[src/rtl/input_port_buffer.sv]
// input_port_buffer - per-port flit FIFO that locks one route per packet and tags every flit with it
module input_port_buffer #(
  parameter int FLIT_WIDTH  = 16,
  parameter int HEADER_SIZE = 8,
  parameter int DEPTH       = 4,
  parameter int PTR_W       = 2
) (
  input  logic                   clk,
  input  logic                   rst_n,
  input  logic [FLIT_WIDTH-1:0]  in_flit,
  input  logic                   in_valid,
  output logic                   in_ready,
  output logic [HEADER_SIZE-1:0] header,
  input  logic [HEADER_SIZE+1:0] modified_header,
  output logic [FLIT_WIDTH-1:0]  out_flit,
  output logic [1:0]             out_route,
  output logic                   out_valid,
  input  logic                   out_ready,
  output logic                   proto_err
);

  typedef enum logic [1:0] {
    IDLE   = 2'd0,
    ROUTE  = 2'd1,
    ACTIVE = 2'd2
  } state_t;

  localparam logic [PTR_W:0] FULL_COUNT = (PTR_W+1)'(DEPTH);

  logic [FLIT_WIDTH-1:0]  mem [DEPTH];
  logic [PTR_W-1:0]       wr_ptr;
  logic [PTR_W-1:0]       rd_ptr;
  logic [PTR_W:0]         count;
  state_t                 state;
  state_t                 state_nxt;
  logic [1:0]             route_q;
  logic [HEADER_SIZE-1:0] header_q;
  logic                   push;
  logic                   pop;
  logic                   empty;
  logic                   load_header;
  logic                   load_route;
  logic [FLIT_WIDTH-1:0]  front;
  logic [1:0]             front_type;
  logic                   unused_header_bits;

  assign front      = mem[rd_ptr];
  assign front_type = front[FLIT_WIDTH-1 -: 2];
  assign empty      = (count == '0);
  assign in_ready   = (count != FULL_COUNT);
  assign push       = in_valid & in_ready;
  assign header     = header_q;
  assign out_route  = route_q;

  // Only the route bits of the routing result are consumed here.
  assign unused_header_bits = ^modified_header[HEADER_SIZE-1:0];

  always_ff @(posedge clk) begin
    if (push) begin
      mem[wr_ptr] <= in_flit;
    end
  end

  always_ff @(posedge clk or negedge rst_n) begin
    if (!rst_n) begin
      wr_ptr <= '0;
      rd_ptr <= '0;
      count  <= '0;
    end else begin
      if (push) begin
        wr_ptr <= wr_ptr + 1'b1;
      end
      if (pop) begin
        rd_ptr <= rd_ptr + 1'b1;
      end
      case ({push, pop})
        2'b10:   count <= count + 1'b1;
        2'b01:   count <= count - 1'b1;
        default: count <= count;
      endcase
    end
  end

  always_ff @(posedge clk or negedge rst_n) begin
    if (!rst_n) begin
      state    <= IDLE;
      route_q  <= 2'b00;
      header_q <= '0;
    end else begin
      state <= state_nxt;
      // Header is latched while the head sits at the front, so it is stable for the whole ROUTE cycle.
      if (load_header) begin
        header_q <= front[HEADER_SIZE-1:0];
      end
      if (load_route) begin
        route_q <= modified_header[HEADER_SIZE+1:HEADER_SIZE];
      end
    end
  end

  // Type bit 0 marks a head (01/11), type bit 1 marks a tail (10/11).
  always_comb begin
    state_nxt   = state;
    pop         = 1'b0;
    proto_err   = 1'b0;
    out_valid   = 1'b0;
    out_flit    = '0;
    load_header = 1'b0;
    load_route  = 1'b0;
    case (state)
      IDLE: begin
        if (!empty) begin
          if (front_type[0]) begin
            load_header = 1'b1;
            state_nxt   = ROUTE;
          end else begin
            pop       = 1'b1;
            proto_err = 1'b1;
          end
        end
      end
      ROUTE: begin
        load_route = 1'b1;
        state_nxt  = ACTIVE;
      end
      ACTIVE: begin
        if (!empty) begin
          out_valid = 1'b1;
          out_flit  = front;
          if (out_ready) begin
            pop = 1'b1;
            if (front_type[1]) begin
              state_nxt = IDLE;
            end
          end
        end
      end
      default: begin
        state_nxt = IDLE;
      end
    endcase
  end

endmodule

[config.mk]
export PLATFORM = sky130hd
export DESIGN_NAME = input_port_buffer
export DESIGN_NICKNAME = d
export VERILOG_FILES = /design/src/rtl/input_port_buffer.sv
export SDC_FILE = /design/constraint.sdc
export NUM_CORES = 1
export LEC_CHECK = 0
export ABC_AREA = 1
export BUFFER_PORTS_ARGS = -buffer_cell sky130_fd_sc_hd__buf_2
export CAP_MARGIN = 15
export CORE_MARGIN = 4
export CORE_UTILIZATION = 50
export CTS_CLUSTER_SIZE = 10
export DETAILED_ROUTE_END_ITERATION = 16
export PLACE_DENSITY = 0.72
export REMOVE_ABC_BUFFERS = 1
export SLEW_MARGIN = 20
export SYNTH_ARGS = -nofsm -noshare
export SYNTH_HDL_FRONTEND = slang
export SYNTH_SLANG_ARGS = --single-unit
[constraint.sdc]
create_clock -name clk -period 2.01 [get_ports clk]
set_input_delay 0.3015 -clock clk [delete_from_list [all_inputs] [get_ports clk]]
set_output_delay 0.3015 -clock clk [all_outputs]
set_load 0.01 [all_outputs]
==> results.toml <==
[run_status]
outcome = "completed"

[timing]
fin_ws_ns = 0.101
period_share_pct = 95.0
finalSetupViolations = 0
setup-tns-final_ns = 0
rsz0062_at_grt = "true"
maxSlewViolCount = 0
worst_slew_pin_slew_ns = 0.410
fin_skew_ns = 0.00604
timing.fmax_mhz = 524
slew_headroom_pct = 72.7
period_needed_ns = 1.91
hold_viol = 0

[clock_tree]
clkLatencyLatePin_ns = 0.35
root_buffer = "clkbuf_8"
htreeDepth = 3
clock-sinks = 83
clockBufferDepth = 2
path_clk_slew_ns = 0.08
cts_tree = "done"
cts_inserted_buffers = 9

[global_routing]
grt_max_degree = 29
grt_usage_pct = 16.7
grt_pass1_wl_um = 10700
antenna_found_initial = 0
grt_overflow = 0
first_global_vias = 2208

[layout]
final_common_cell = "nand2_1"
area_growth_pct = 18.5
nNetsFinal = 420
finalNonFillerCells = 485
drive_above_1_share_pct = 26.5
nFillCells = 562
diodes = 0
mostFrequentLayoutCells = "nand2_1 (80), edfxtp_1 (64), buf_2 (50)"

[power]
p_leak_nw = 1.83
p_per_area_mw_per_mm2 = 1530
vdd_drop_max_uv = 658

[yosys]
synth_edf_count = 64
synth_area_mm2 = 0.00352
ys_types = 24
synthCells = 317
synth.top_cell.area_share_pct = 54.6
dominantRegCellSynth = "edfxtp_1"
synth_area_per_cell_um2 = 11.1
ys_top_cells_by_area = "edfxtp_1 (55%), dfrtp_1 (14%), nand2_1 (8.9%), nor2_1 (4.5%), nand3_1 (3.3%)"
synth_top_cell_by_area = "edfxtp_1"
synth.yosys.warnings = 0
seq_area_frac_synth_pct = 68.1
synth_async_sr_flop_share_pct = 22.9
postSynthRegisterBits = 83

[place]
io_buffer_count = 50
place_hpwl_um = 4290
pre_cts_slack_ns = 0.0289
gp_congestion = 0.750
dp.cells = 464

[detailed_routing]
drcViolationCount = 0
vias_per_cell = 4.80
wl_um = 6580
ant_nets = 0
first_pass_iters = 4
vias = 2327
wl_per_cell_um = 13.6
dr.first_iter.drc_count = 103

[floorplan]
start_util_pct = 51.5
die-area_mm2 = 0.00845
num_io_pins = 59
die_w_um = 91.9
core-area_mm2 = 0.00683
rows = 30
die-height_um = 91.9

[worst_setup_path]
crit_arrival_ns = 2.18
critPathRequiredTime_ns = 2.28
cp-end-kind = "register"
crit_fanout = 3
worstSetupPathType = "register to register"
critPathLaunchType = "register"

[hold_path]
hold_path.class = "primary input to register"

[run]
max_cap_viol_count = 0
power by group:
part,switching [mW],leakage (nW),internal [mW]
Clock,0.556,0.0843,0.450
Combinational,1.76,0.926,1.08
Sequential,0.196,0.817,2.33
kinds of logic (layout without fill, tap and decap cells):
family,count (synthesis),after routing,synth area share (%)
flops,83,83,68.1
buf+inv,37,109,4.98
simple gates,159,159,19.6
fa+ha+maj,6,6,2.35
xor+xnor,4,4,0.996
compound gates,28,28,3.98
per-layer routing:
metal / global-route usage, % / wire [um]
met1: 20.7 / 2970
met2: 27.2 / 3160
met3: 5.66 / 352
met4: 6.31 / 93
met5: 0 / 0
cell usage after synthesis (2+ instances only):
cell,count
nand3_1,23
nand2_4,2
inv_1,21
nand2_2,4
edfxtp_1,64
xor2_1,3
dfrtp_1,19
inv_2,3
nand2_1,83
buf_6,2
ha_1,5
buf_2,6
nand3_2,2
buf_4,3
a21oi_1,7
o21ai_0,21
nor2_1,42
path summary, 6_finish.rpt:
check	startpoint	endpoint	slack (ns)	depth (start not counted)
max in group asynchronous	rst_n	rd_ptr[0]	1.29	2
min in group asynchronous	rst_n	count[0]	0.41	2
setup / recovery	count[1]	count[1]	0.10	10
hold reg to reg	out_route[1]	out_route[1]	0.48	2
hold / removal	modified_header[9]	out_route[1]	0.15	3
setup reg to reg	count[1]	count[1]	0.10	10
area by class of cell:
cell class / instances / area [um^2] / share of cell area (%)
flip-flops and latches: 83 / 2400 / 57.5
multi-input cells: 197 / 982 / 23.6
repair buffers: 68 / 408 / 9.78
clock buffers: 12 / 135 / 3.24
well taps: 96 / 120 / 2.88
inverters: 25 / 98.8 / 2.37
clock inverters: 4 / 27.5 / 0.660
sequential cells by signal, indices dropped and copies added, names as in the netlist:
| register | cells |
|---|---|
| count | 3 |
| rd_ptr | 2 |
| out_route | 2 |
| wr_ptr | 2 |
| state | 2 |
| header | 8 |
| mem | 64 |
critical path: stages (launching register included):
cell and delay, ns:
dfrtp_1 0.43, nor2_4 0.15, nand2_2 0.10, nand2_4 0.07, inv_2 0.03, nand2_1 0.14, nand2_4 0.09, ha_4 0.16
inv_2 0.08, fa_2 0.43, o21ai_0 0.16
through the flow:
step | area, um^2 | total power [mW] | util (%) | hold WS (ns)
3_3_place_gp | 3910 | 5.16 | 57.2 | 0.257
5_1_grt | 4170 | 6.90 | 61.0 | 0.141
4_1_cts | 4090 | 6.27 | 59.9 | 0.130
6_report | 4170 | 6.38 | 61.0 | 0.148
3_5_place_dp | 3910 | 5.24 | 57.2 | 0.262
2_1_floorplan | 3440 | 4.25 | - | 0.00591
timing repair:
action	in CTS	in global routing
pin swaps	0	4
gates cloned	0	0
setup buffers	0	4
resized for setup	3	15
hold buffers	1	0
setup endpoints to repair	10	13
endpoints found under the hold margin	19	0
Power figures use the tool's default switching activity.
